--- config.mk ---
export PLATFORM = sky130hd
export DESIGN_NAME = mastermind_scorer
export DESIGN_NICKNAME = d
export VERILOG_FILES = /design/src/rtl/mastermind_pkg.sv /design/src/rtl/mastermind_history_buf.sv /design/src/rtl/mastermind_scorer.sv
export SDC_FILE = /design/constraint.sdc
export NUM_CORES = 1
export LEC_CHECK = 0
export ABC_AREA = 1
export BUFFER_PORTS_ARGS = -buffer_cell sky130_fd_sc_hd__buf_2
export CAP_MARGIN = 10
export CORE_MARGIN = 10
export CORE_UTILIZATION = 65
export CTS_BUF_LIST = sky130_fd_sc_hd__clkbuf_4
export DETAILED_ROUTE_END_ITERATION = 6
export PLACE_DENSITY = 0.95
export SLEW_MARGIN = 10
export SYNTH_ARGS = -nofsm -noshare
export SYNTH_HDL_FRONTEND = slang
export SYNTH_HIERARCHICAL = 1
export SYNTH_SLANG_ARGS = --single-unit
export TNS_END_PERCENT = 20
--- constraint.sdc ---
create_clock -name clk_i -period 8.5 [get_ports clk_i]
set_input_delay 0.425 -clock clk_i [delete_from_list [all_inputs] [get_ports clk_i]]
set_output_delay 0.425 -clock clk_i [all_outputs]
set_load 0.02 [all_outputs]
--- src/rtl/mastermind_pkg.sv ---
// Shared constants, state encoding and history entry layout for the Mastermind scorer.
package mastermind_pkg;
  localparam int COLOR_W     = 3;
  localparam int NUM_SLOTS   = 4;
  localparam int MAX_GUESSES = 6;
  localparam int GUESS_W     = COLOR_W * NUM_SLOTS;
  localparam int CNT_W       = 3;
  localparam int IDX_W       = 3;
  localparam int ENTRY_W     = GUESS_W + 2 * CNT_W;
  localparam logic [COLOR_W-1:0] EMPTY_COLOR = '0;

  typedef enum logic [4:0] {
    S_IDLE   = 5'b00001,
    S_EXACT  = 5'b00010,
    S_MATCH  = 5'b00100,
    S_COMMIT = 5'b01000,
    S_DONE   = 5'b10000
  } state_e;

  typedef struct packed {
    logic [GUESS_W-1:0] guess;
    logic [CNT_W-1:0]   exact;
    logic [CNT_W-1:0]   color;
  } entry_t;

  function automatic logic [COLOR_W-1:0] slot_of(input logic [GUESS_W-1:0] v, input logic [1:0] k);
    return v[int'(k)*COLOR_W +: COLOR_W];
  endfunction
endpackage

--- src/rtl/mastermind_history_buf.sv ---
// Fixed-depth log of scored guesses; entries at or beyond the valid count read as zero.
module mastermind_history_buf
  import mastermind_pkg::*;
(
  input  logic               clk_i,
  input  logic               rst_i,
  input  logic               clear_i,
  input  logic               we_i,
  input  logic [ENTRY_W-1:0] wdata_i,
  input  logic [IDX_W-1:0]   rd_idx_i,
  output logic [IDX_W-1:0]   count_o,
  output logic               full_o,
  output logic [ENTRY_W-1:0] rd_data_o
);
  localparam logic [IDX_W-1:0] MAX_CNT = IDX_W'(MAX_GUESSES);

  logic [ENTRY_W-1:0] mem_q [MAX_GUESSES];
  logic [IDX_W-1:0]   count_q;
  logic [IDX_W-1:0]   count_d;
  logic               wr_en;

  assign full_o  = (count_q == MAX_CNT);
  // A clear in the same cycle as a write wins: nothing is stored.
  assign wr_en   = we_i && !clear_i && !full_o;
  assign count_o = count_q;

  always_comb begin
    count_d = count_q;
    if (clear_i)    count_d = '0;
    else if (wr_en) count_d = count_q + 3'd1;
  end

  always_ff @(posedge clk_i or posedge rst_i) begin
    if (rst_i) count_q <= '0;
    else       count_q <= count_d;
  end

  always_ff @(posedge clk_i) begin
    if (wr_en) mem_q[count_q] <= wdata_i;
  end

  assign rd_data_o = (rd_idx_i < count_q) ? mem_q[rd_idx_i] : '0;
endmodule

--- src/rtl/mastermind_scorer.sv ---
// Multi-cycle Mastermind feedback scorer: exact pass over 4 slots, then a 16-pair colour pass.
module mastermind_scorer
  import mastermind_pkg::*;
(
  input  logic               clk_i,
  input  logic               rst_i,
  input  logic               start_i,
  input  logic [GUESS_W-1:0] guess_i,
  input  logic [GUESS_W-1:0] target_i,
  input  logic               clear_history_i,
  input  logic [IDX_W-1:0]   rd_idx_i,
  output logic               busy_o,
  output logic               done_o,
  output logic [CNT_W-1:0]   exact_cnt_o,
  output logic [CNT_W-1:0]   color_cnt_o,
  output logic               win_o,
  output logic [IDX_W-1:0]   hist_count_o,
  output logic               hist_full_o,
  output logic [GUESS_W-1:0] rd_guess_o,
  output logic [CNT_W-1:0]   rd_exact_o,
  output logic [CNT_W-1:0]   rd_color_o,
  output logic [4:0]         dbg_state_o
);
  // Handshake: start_i is taken only in IDLE; busy_o covers every cycle after acceptance
  // through the single done_o cycle, and results stay stable until the next commit.
  state_e state_q, state_d;
  logic [3:0]         cnt_q, cnt_d;
  logic [GUESS_W-1:0] g_q, g_d, t_q, t_d;
  logic [3:0]         gused_q, gused_d, tused_q, tused_d;
  logic [CNT_W-1:0]   exact_q, exact_d, color_q, color_d;
  logic [CNT_W-1:0]   exact_cnt_q, exact_cnt_d, color_cnt_q, color_cnt_d;
  logic               win_q, win_d;
  logic [1:0]         idx_i, idx_j;
  logic [COLOR_W-1:0] g_sel, t_sel;
  logic               same_color, hist_we;
  entry_t             wr_entry, rd_entry;

  always_ff @(posedge clk_i or posedge rst_i) begin
    if (rst_i) state_q <= S_IDLE;
    else       state_q <= state_d;
  end

  always_comb begin
    state_d = state_q;
    case (state_q)
      S_IDLE:   if (start_i) state_d = S_EXACT;
      S_EXACT:  if (cnt_q[1:0] == 2'd3) state_d = S_MATCH;
      S_MATCH:  if (cnt_q == 4'hF) state_d = S_COMMIT;
      S_COMMIT: state_d = S_DONE;
      S_DONE:   state_d = S_IDLE;
      default:  state_d = S_IDLE;
    endcase
  end

  always_comb begin
    busy_o  = (state_q != S_IDLE);
    done_o  = (state_q == S_DONE);
    hist_we = (state_q == S_COMMIT);
  end

  // In EXACT both indices follow the slot counter; in MATCH the counter is {i, j}.
  assign idx_i      = (state_q == S_EXACT) ? cnt_q[1:0] : cnt_q[3:2];
  assign idx_j      = cnt_q[1:0];
  assign g_sel      = slot_of(g_q, idx_i);
  assign t_sel      = slot_of(t_q, idx_j);
  assign same_color = (g_sel != EMPTY_COLOR) && (g_sel == t_sel);

  always_comb begin
    cnt_d       = cnt_q;
    g_d         = g_q;
    t_d         = t_q;
    gused_d     = gused_q;
    tused_d     = tused_q;
    exact_d     = exact_q;
    color_d     = color_q;
    exact_cnt_d = exact_cnt_q;
    color_cnt_d = color_cnt_q;
    win_d       = win_q;
    case (state_q)
      S_IDLE: begin
        if (start_i) begin
          g_d     = guess_i;
          t_d     = target_i;
          gused_d = '0;
          tused_d = '0;
          exact_d = '0;
          color_d = '0;
          cnt_d   = '0;
        end
      end
      S_EXACT: begin
        if (same_color) begin
          exact_d        = exact_q + 3'd1;
          gused_d[idx_i] = 1'b1;
          tused_d[idx_j] = 1'b1;
        end
        cnt_d = (cnt_q[1:0] == 2'd3) ? 4'd0 : cnt_q + 4'd1;
      end
      S_MATCH: begin
        if (same_color && !gused_q[idx_i] && !tused_q[idx_j]) begin
          color_d        = color_q + 3'd1;
          gused_d[idx_i] = 1'b1;
          tused_d[idx_j] = 1'b1;
        end
        cnt_d = cnt_q + 4'd1;
      end
      S_COMMIT: begin
        exact_cnt_d = exact_q;
        color_cnt_d = color_q;
        win_d       = (exact_q == 3'd4);
      end
      default: ;
    endcase
  end

  always_ff @(posedge clk_i or posedge rst_i) begin
    if (rst_i) begin
      cnt_q       <= '0;
      g_q         <= '0;
      t_q         <= '0;
      gused_q     <= '0;
      tused_q     <= '0;
      exact_q     <= '0;
      color_q     <= '0;
      exact_cnt_q <= '0;
      color_cnt_q <= '0;
      win_q       <= 1'b0;
    end else begin
      cnt_q       <= cnt_d;
      g_q         <= g_d;
      t_q         <= t_d;
      gused_q     <= gused_d;
      tused_q     <= tused_d;
      exact_q     <= exact_d;
      color_q     <= color_d;
      exact_cnt_q <= exact_cnt_d;
      color_cnt_q <= color_cnt_d;
      win_q       <= win_d;
    end
  end

  assign wr_entry = '{guess: g_q, exact: exact_q, color: color_q};

  mastermind_history_buf u_hist (
    .clk_i     (clk_i),
    .rst_i     (rst_i),
    .clear_i   (clear_history_i),
    .we_i      (hist_we),
    .wdata_i   (wr_entry),
    .rd_idx_i  (rd_idx_i),
    .count_o   (hist_count_o),
    .full_o    (hist_full_o),
    .rd_data_o (rd_entry)
  );

  assign exact_cnt_o = exact_cnt_q;
  assign color_cnt_o = color_cnt_q;
  assign win_o       = win_q;
  assign rd_guess_o  = rd_entry.guess;
  assign rd_exact_o  = rd_entry.exact;
  assign rd_color_o  = rd_entry.color;
  assign dbg_state_o = state_q;
endmodule

==> impl_results.md <==
- Critical path data arrival time: 3220 ps
- Die X: 129 um
- Peak Freq: 337 MHz
- Setup_tns: 0 ps
- Row count: 39
- Worst slack, placed: 5490 ps
- Seq cells post-synth: 165
- Top post-synthesis cells by area: edfxtp_1 (42%), dfrtp_1 (18%), nand2_1 (9.7%)
- Clock Latency Late Sink: 570 ps
- Synth area leader: edfxtp_1
- Crit Reg-Reg Endpoint: u_hist/mem_q[4][8]
- Ant. Diodes: 0
- Sequential cell area: 4670 um^2
- Worst-path maximum fanout: 18
- Placed inst area: 8060 um^2
- Startpoint class of the critical path: flop
- MaxCap Viol Count: 0
- Average cell area after synthesis: 9.80 um^2
- Full die area: 16500 um^2
- WHS: 72.7 ps
- TritonRoute pass-1 iters: 5
- Unrepaired setup endpoints after global routing: false
- Reg-to-Reg Start: dbg_state_o[1]
- Initial Util: 66.8%
- Worst IR Drop VDD: 0.000184 V
- Overall routed net length: 17500 um
- IO buf count: 66
- Num CTS Buffers: 17
- Worst Setup SP: dbg_state_o[1]
- # clock sinks: 165
- Remaining routing DRC violations: 0
- Vias in the first global route: 5679
- Ys Warns: 6
- Clock transition at path regs: 130 ps
- Worst slew pin tran: 1030 ps
- GR Util All Layers: 21.4%
- Final GP Congestion: 0.897
- CTS tree: built
- Worst hold path depth: 2
- Die Ht: 129 um
- Nets@finish: 893
- Min Tclk post-route: 2960 ps
- Sequential area share after synthesis: 61.0%
- Most used DFF post-synth: edfxtp_1
- Reg-to-reg setup timing slack: 5540 ps
- Final period utilization: 34.9%
- Final antenna-violating net count: 0
- Area Growth Syn to Fin: 10.7%
- Leakage: 3.94 nW
- Vias per cell: 5.79
- Most frequent cells after synthesis: nand2_1 (198), inv_1 (109), edfxtp_1 (108)
- Avg WL per Cell: 17.4 um
- H-tree levels: 4
- Share of cells above drive strength 1: 18.2%
- Final Hold Violating Endpoints: 0
- Worst setup margin: 5540 ps
- Cell with the most instances after synthesis: nand2_1
- Max clock buf depth: 2
- CP Class: reg2reg
- EDFF count, synth: 108
- Critical Path Sink: u_hist/mem_q[4][8]
- Synth Instances: 782
- Core region area: 11500 um^2
- Gr ovfl total: 0
- DP HPWL: 11900 um
- # IOs: 67
- First-pass GRT wire length: 28200 um
- Layout Skew: 19.3 ps
- Maximum number of pins on one net before global-route repair: 56
- Cell variety after synth: 40
- Post-CTS sizing: 0
- Final-report setup violation count: 0
- Rel. slew slack: 31.3%
- CP Capture Type: flop
- Syn_nets: 825
- Syn Std Cell Area: 7660 um^2
- Initial antenna violation count: 0
- Via count: 5820
- Pins Over Slew Limit: 0
- Setup bufs post-CTS: 0
- Ys async rst share: 34.5%
- Finished Cell Area: 8480 um^2
- Footprint of the multi-input gates: 2390 um^2
- Hold Path Class: in2reg
- CTS Root Cell: clkbuf_4
- DR iter-0 viols: 834
- Worst EP required: 8750 ps
- Post-synth top area share: 42.3%
- Status: finished clean
- Filler cells: 735
- PD cells: 275 nW/um^2
- R2R depth: 8
- Util after Layout: 74.0%
## cell families after synthesis
logic type,share of synthesized area (%)
flip-flops,61.0
multiplexers,2.06
buffers and inverters,8.13
XOR/XNOR,0.229
AO/OA/AOI/OAI,6.61
AND/OR/NAND/NOR,20.0
adder cells (fa/ha/maj),1.96
## how the worst min path moves through the flow
stage | slack [ps] | to | start
4_1_cts | 50 | t_q[6] | target_i[6]
6_report | 70 | t_q[8] | target_i[8]
3_3_place_gp | 310 | u_hist/count_o[2] | rst_i
5_1_grt | 40 | t_q[7] | target_i[7]
3_5_place_dp | 320 | u_hist/count_o[1] | rst_i
2_1_floorplan | 180 | u_hist/count_o[0] | rst_i
## per-layer routing
metal	vias up	wire [um]	track usage (%)
li1	2678	-	-
met4	0	432	8.32
met5	-	0	0
met2	329	8670	35.3
met3	53	1620	5.54
met1	2760	6750	26.6
## metrics by stage
| step | total power, mW | std cells |
|---|---|---|
| after floorplan | 1.54 | 782 |
| after global routing | 2.45 | 1005 |
| after CTS | 2.33 | 1005 |
| final | 2.33 | 1005 |
| after detailed placement | 1.72 | 973 |
| after global placement | 1.67 | 973 |
## sequential cells by signal, summed over array words and instances, names as in the netlist, 4 cells and up
signal	count
cnt_q	4
dbg_state_o	5
u_hist/mem_q	108
gused_q	4
g_q	12
t_q	12
tused_q	4
## layout by cell type, fill, tap and decap left out, types with 3 or more instances in the layout
cell and n:
mux2_2 14, buf_2 66, nor2_1 75, nand3_1 61, nand2_2 8, buf_4 7
clkbuf_4 21, o22ai_1 3, nand4_1 4, a21oi_2 10, o21ai_1 13, nor2_2 3
a21oi_1 28, inv_1 108, edfxtp_1 108, ha_1 12, dfrtp_1 56, nand2_1 198
o21ai_0 20, bufinv_16 8, clkinv_1 3, inv_2 6, nand3b_1 3
## cell type report
cell class | count | area share, %
clock buffers | 21 | 1.86
clock inverters | 10 | 2.96
inverters | 117 | 5.24
multi-input cells | 475 | 28.2
flip-flops and latches | 165 | 55.1
well taps | 143 | 2.11
repair buffers | 74 | 4.63
## worst max-delay path, cell delays in order, from the launching register on
cell and delay (ps):
dfrtp_1 430, nor2_1 150, inv_1 100, nor4_2 650
nand3_1 430, nand2_1 230, nand3_1 170, nor2_1 160
buf_4 320
## where the power goes
group / total [mW] / internal, mW / switching (mW)
Combinational: 0.591 / 0.201 / 0.390
Sequential: 1.12 / 1.00 / 0.121
Clock: 0.621 / 0.362 / 0.259
## timing repair
item	4_1_cts	5_1_grt
setup endpoints to repair	0	0
hold endpoints to repair	3	0
hold buffers	1	0
(Power assumes the default switching activity.)
